$ cat config.mk
export PLATFORM = sky130hd
export DESIGN_NAME = sign_extender
export DESIGN_NICKNAME = d
export VERILOG_FILES = /design/src/rtl/sign_extender.sv
export SDC_FILE = /design/constraint.sdc
export NUM_CORES = 1
export LEC_CHECK = 0
export CELL_PAD_IN_SITES_DETAIL_PLACEMENT = 1
export CELL_PAD_IN_SITES_GLOBAL_PLACEMENT = 1
export CORE_ASPECT_RATIO = 1.25
export CORE_UTILIZATION = 39
export CTS_BUF_LIST = sky130_fd_sc_hd__clkbuf_8 sky130_fd_sc_hd__clkbuf_16
export CTS_CLUSTER_DIAMETER = 200
export DETAILED_ROUTE_END_ITERATION = 8
export PLACE_DENSITY = 0.93
export RECOVER_POWER = 100
export SYNTH_ARGS = -nofsm -noshare
export SYNTH_HDL_FRONTEND = slang
export SYNTH_SLANG_ARGS = --single-unit
$ cat constraint.sdc
create_clock -name i_clk -period 2.6 [get_ports i_clk]
set_input_delay 0.26 -clock i_clk [delete_from_list [all_inputs] [get_ports i_clk]]
set_output_delay 0.26 -clock i_clk [all_outputs]
set_load 0.02 [all_outputs]
$ cat src/rtl/sign_extender.sv
// -----------------------------------------------------------------------------
// sign_extender
//   Streaming width converter: sign- or zero-extends (or narrows) a sample from
//   INPUT_DATA_WIDTH to OUTPUT_DATA_WIDTH bits behind a valid/ready interface
//   built from an output register plus a one-entry skid register.
//
//   Optional feature macro: SIGN_EXTENDER_SATURATE_EN
//     defined   - on narrowing overflow, o_data clamps to the output range
//     undefined - on narrowing, o_data is the truncated low bits
//   o_overflow is reported in both builds.
//
// Ports
//   i_clk       rising-edge clock
//   i_rst_n     asynchronous active-low reset
//   i_data      input sample (two's complement unless i_unsigned)
//   i_valid     i_data valid
//   o_ready     block can accept a sample (skid register empty)
//   i_unsigned  1 = zero-extend / unsigned range; travels with its sample
//   o_data      converted sample
//   o_valid     o_data valid
//   i_ready     downstream accepts o_data
//   o_overflow  narrowing altered the value of o_data
// -----------------------------------------------------------------------------
module sign_extender #(
    parameter int INPUT_DATA_WIDTH  = 8,
    parameter int OUTPUT_DATA_WIDTH = 16
) (
    input  logic                         i_clk,
    input  logic                         i_rst_n,
    input  logic [INPUT_DATA_WIDTH-1:0]  i_data,
    input  logic                         i_valid,
    output logic                         o_ready,
    input  logic                         i_unsigned,
    output logic [OUTPUT_DATA_WIDTH-1:0] o_data,
    output logic                         o_valid,
    input  logic                         i_ready,
    output logic                         o_overflow
);

    localparam int IW = INPUT_DATA_WIDTH;
    localparam int OW = OUTPUT_DATA_WIDTH;

    logic [OW-1:0] w_conv;
    logic          w_ovf;

    // Conversion of the incoming sample; the result is what gets stored.
    generate
        if (OW > IW) begin : g_widen
            logic w_fill;
            assign w_fill = ~i_unsigned & i_data[IW-1];
            assign w_conv = {{(OW-IW){w_fill}}, i_data};
            assign w_ovf  = 1'b0;
        end else if (OW == IW) begin : g_equal
            logic w_unused_sign;
            assign w_unused_sign = i_unsigned;
            assign w_conv        = i_data;
            assign w_ovf         = 1'b0;
        end else begin : g_narrow
            // Signed: discarded bits plus retained MSB must all agree.
            logic [IW-OW:0] w_upper;
            logic           w_ovf_s;
            logic           w_ovf_u;
            assign w_upper = i_data[IW-1:OW-1];
            assign w_ovf_s = ~((&w_upper) | ~(|w_upper));
            assign w_ovf_u = |i_data[IW-1:OW];
            assign w_ovf   = i_unsigned ? w_ovf_u : w_ovf_s;
`ifdef SIGN_EXTENDER_SATURATE_EN
            always_comb begin
                w_conv = i_data[OW-1:0];
                if (w_ovf) begin
                    if (i_unsigned)
                        w_conv = '1;
                    else if (i_data[IW-1])
                        w_conv = {1'b1, {(OW-1){1'b0}}};
                    else
                        w_conv = {1'b0, {(OW-1){1'b1}}};
                end
            end
`else
            assign w_conv = i_data[OW-1:0];
`endif
        end
    endgenerate

    logic [OW-1:0] r_out_data;
    logic          r_out_ovf;
    logic          r_out_valid;
    logic [OW-1:0] r_skid_data;
    logic          r_skid_ovf;
    logic          r_skid_valid;
    logic          r_init;

    logic w_in_xfer;
    logic w_out_free;

    // r_init keeps o_ready low during reset and for the release cycle.
    assign o_ready    = r_init & ~r_skid_valid;
    assign w_in_xfer  = i_valid & o_ready;
    assign w_out_free = ~r_out_valid | i_ready;

    always_ff @(posedge i_clk or negedge i_rst_n) begin
        if (!i_rst_n) begin
            r_init       <= 1'b0;
            r_out_data   <= '0;
            r_out_ovf    <= 1'b0;
            r_out_valid  <= 1'b0;
            r_skid_data  <= '0;
            r_skid_ovf   <= 1'b0;
            r_skid_valid <= 1'b0;
        end else begin
            r_init <= 1'b1;
            if (w_out_free) begin
                // A full skid implies o_ready=0, so no new sample competes.
                if (r_skid_valid) begin
                    r_out_data   <= r_skid_data;
                    r_out_ovf    <= r_skid_ovf;
                    r_out_valid  <= 1'b1;
                    r_skid_valid <= 1'b0;
                end else if (w_in_xfer) begin
                    r_out_data  <= w_conv;
                    r_out_ovf   <= w_ovf;
                    r_out_valid <= 1'b1;
                end else begin
                    r_out_valid <= 1'b0;
                end
            end else if (w_in_xfer) begin
                r_skid_data  <= w_conv;
                r_skid_ovf   <= w_ovf;
                r_skid_valid <= 1'b1;
            end
        end
    end

    assign o_data     = r_out_data;
    assign o_valid    = r_out_valid;
    assign o_overflow = r_out_ovf;

endmodule

-- Word level (Yosys, flattened, before mapping)
Index checks and enable logic that the tools add are counted.
- flip-flop bits (word level): 29
- word-level logic and storage cells: 26
- bits of input ports: 13
- output and inout port bits: 19
- reductions and logical operators: 4
- bitwise gates (word level): 8
- multiplexer cells: 8
- operators with widths (kind ; number):
    $mux 16 ; 2
    $mux 1 ; 6
    $not 1->1 ; 4
    $reduce_and 2->1 ; 2
    $reduce_bool 2->1 ; 2
    $and 1x1->1 ; 3
    $or 1x1->1 ; 1

-- Longest topological paths before layout
- depth in word-level cells: 5
- depth in mapped cells: 4
- gate-level depth less buffers: 3

-- Worst setup path after synthesis
OpenSTA, ideal clock, no wires.
- kind: flip-flop to flip-flop
- start point: register r_skid_valid
- end point: register r_skid_data[0]
- stages on the path, launching flop included: 4
- arrival time: 1.203 ns
- buffers on the path: 0
- period minus slack after synthesis: 1.331 ns
- setup time: 0.128 ns
- slack: 1.269 ns
- data required time: 2.472 ns
- path through: dfrtp_1 -> nor2b_2 -> nand3_4 -> mux2_1
- word-level cells in the longest chain between the ends: 4
- ends and longest elaborated chain (item ; RTL line ; source):
    start: declaration ; 90 ; logic r_skid_valid;
    start signal: assignment ; 109 ; r_skid_valid <= 1'b0;
    start signal: assignment ; 118 ; r_skid_valid <= 1'b0;
    start signal: assignment ; 129 ; r_skid_valid <= 1'b1;
    $not 1->1 ; 97 ; assign o_ready = r_init & ~r_skid_valid;
    $and 1x1->1 ; 97 ;
    net o_ready ; 32 ; output logic o_ready,
    $and 1x1->1 ; 98 ; assign w_in_xfer = i_valid & o_ready;
    $reduce_and 2->1 (no source line) ; -- ;
    end signal: assignment ; 127 ; r_skid_data <= w_conv;
    end: declaration ; 88 ; logic [OW-1:0] r_skid_data;
The timed path passes the listed nets, and every way through them passes these cells.
A chain may end at the register's enable or synchronous reset.

-- Worst setup path in the final report
- start point: register r_skid_valid
- end point: register r_out_data[4] (netlist: o_data[4])
- word-level cells in the longest chain between the ends: 5
- elaborated cells between the ends (all ways): 6
- those cells by class: mux (1); bitwise (3); reduce/logical (2)
- ends and longest elaborated chain (item ; RTL line ; source):
    $not 1->1 ; 97 ;
    $and 1x1->1 ; 97 ;
    $and 1x1->1 ; 98 ;
    $reduce_bool 2->1 (no source line) ; -- ;
    $reduce_and 2->1 (no source line) ; -- ;
    end signal: assignment ; 115 ; r_out_data <= r_skid_data;
    end signal: assignment ; 120 ; r_out_data <= w_conv;
    end: declaration ; 85 ; logic [OW-1:0] r_out_data;
Parallel ways exist; a longest one is shown, timed or not.

==> impl_results.md <==
- Syn Area/Cell: 15.18 um2
- ANT nets after route: 0
- Status: finished, final reports clean
- Final Core Density: 0.5275
- Drt initial violations: 8
- Gpl congestion: 0.6476
- TritonCTS clock tree: yes
- Post-route setup slack: 477.7 ps
- Leakage power: 0.6027 nW
- Congestion Overflow GR: 0
- IO Count: 32
- Core outline area: 2502 um2
- Synth Cell Area: 1062 um2
- Area Overhead vs Synth: 24.26%
- CP Data Arrival Time: between 2000 and 2500 ps
- Die Y: approximately 60 um
- Initial antenna violation count: 0
- CP max-delay cell: dfrtp_1
- PortBufs: 30
- First-pass GRT wire length: 3360 um
- Row count: 20
- Final Cycle Share: 0.8163
- Clock Latency Late Sink: 260 ps
- All-Layer GR Usage: 0.1604
- Top post-synthesis cells by area: dfrtp_1 49%, mux2_4 24%, mux2_1 8.5%, buf_4 5.7%, nor2_8 1.9%
- Critical Path Sink Type: register
- Top cell type's share of synthesized area: 0.4947
- Vias per inst: 4.813
- Clock transition at path regs: 70 ps
- Routed WL: ~2000 um
- CTS Sinks: 21
- Die width: 48.68 um
- Die ar.: 2938 um2
- Max_slew headroom: 0.3650
- Pwr per Cell Area: about 750 nW/um2
- Max Buffers Root-to-Sink: 2
- Slowest stage delay, CP: 740 ps
- H-Tree Depth: 1
- # Post-CTS Setup Buffers: 0
- Drc violations: 0
- Worst path buffer plus inverter count: 0
- Final Max Slew Viols: 0
- Fin Setup TNS: 0 ps
- Commonest non-fill, non-tap cells in the layout: 21 x dfrtp_1, 19 x dlygate4sd3_1, 14 x mux2_1
- Synth area leader: dfrtp_1
- Crit path cell chain: a21oi_1 > nor2_1 > mux2_1
- Via count: 616
- Vias in the first global route: around 680
- Worst VDD drop: 392.8 uV
- Gate count of the mapped netlist: 70
- Final Cell Area: 1320 um2
- Critical path class: register to register
- Clock skew: 1.339 ps
- Max cap viols: 0
- Diodes inserted: 0
- Most common cell after layout, fill and taps aside: dfrtp_1
- Top Family by Delay on Critical Path: flip-flops
- Hold WS: between 400 and 500 ps
- Fraction of layout cells with a size suffix above 1: 0.1579
- CTS hold repair buffers: 0
- Num CTS Buffers: 3
- Setup violations, final: 0
- Fmax: 0.4712 GHz
- Root Driver: clkbuf_8
- Register area share after synthesis: 0.4947
- Dpl hpwl: 1509 um
- First drt pass iteration count: 3
- Critical Path RT: around 2700 ps
- RSZ-0062 raised after global routing: no
- Largest net degree at the start of global routing: 22
- Fin. Hold Viols: 0
- Synth Warn #: 0
- Mapped Nets: 83
- Slew @ Worst Pin: 949.4 ps
- Critical path peak fanout: 12
- Fin nets: 109
- DP Area: 1333 um2
- Crit path launch type: register
- Netlist cell types: 18
- DR WL/cell: between 15 and 20 um
- Setup Slack @ Placement: 817.8 ps
- R2r setup slk: 480 ps
- Post-CTS Resized: 0
- HP Class: register to register
- Synthesis-stage register bit count: 21
- Starting Density: 0.4245
- Minimum clock period: around 2100 ps
-- per-layer routing --
| layer | vias to the layer above | wire [um] | GRT usage |
|---|---|---|---|
| met3 | 5 | 67 | 0.01504 |
| met2 | 26 | 1019 | 0.2718 |
| met1 | 305 | 880 | 0.1965 |
| met4 | 0 | 59 | 0.1134 |
| li1 | 280 | - | - |
| met5 | - | 0 | 0 |
-- worst paths after layout --
path,start,to,cells past startpoint
max,r_skid_valid$_DFFE_PN0P_,o_data[4]$_DFFE_PN0P_,3
max reg2reg,r_skid_valid$_DFFE_PN0P_,o_data[4]$_DFFE_PN0P_,3
min reg2reg,o_data[1]$_DFFE_PN0P_,o_data[1]$_DFFE_PN0P_,1
max in group asynchronous,i_rst_n,o_valid$_DFFE_PN0N_,1
min in group asynchronous,i_rst_n,o_data[6]$_DFFE_PN0P_,1
min,o_data[1]$_DFFE_PN0P_,o_data[1]$_DFFE_PN0P_,1
-- cell usage after synthesis, drive strengths merged --
library cell and count:
nand2b 1, dfrtp 21, o21ai 1, or2b 1, conb 2, buf 9
inv 1, a21oi 1, nand3 1, nor2 2, nand2 2, mux2i 1
nor2b 2, mux2 25
-- worst reg2reg max path, cell delays in order, from the launching register on --
cell and delay, ps:
dfrtp_1 740, a21oi_1 150, nor2_1 710, mux2_1 410
-- stage by stage --
stage	power [mW]	instances
5_1_grt	1.034	128
6_report	0.9868	128
4_1_cts	1.058	128
3_3_place_gp	0.8231	124
3_5_place_dp	0.8460	124
2_1_floorplan	0.6977	70
-- power breakdown --
part	switching (mW)	internal [mW]
registers	0.0511	0.406
clock network	0.101	0.105
logic	0.153	0.169
-- sequential cells by signal, summed over array words and instances (netlist names) --
name,flops
o_data,9
r_init,1
o_valid,1
r_skid_valid,1
r_skid_data,9
-- final cells by class --
cell class                      instances  area [um2]
Clock buffer                            3       41.29
Multi-Input combinational cell         39       404.1
Inverter                                1       3.754
Fill cell                             258        1182
Clock inverter                          1       3.754
Sequential cell                        21       525.5
Timing Repair Buffer                   30       300.3
Tap cell                               33       41.29
-- kinds of logic after synthesis --
| family | Yosys count | share of synthesized area |
|---|---|---|
| flip-flops | 21 | 0.4947 |
| AO/OA/AOI/OAI | 2 | 0.01295 |
| buffers and inverters | 10 | 0.07067 |
| multiplexers | 26 | 0.3345 |
| other | 2 | 0.007070 |
| AND/OR/NAND/NOR | 9 | 0.08010 |
Power figures use the tool's default switching activity.
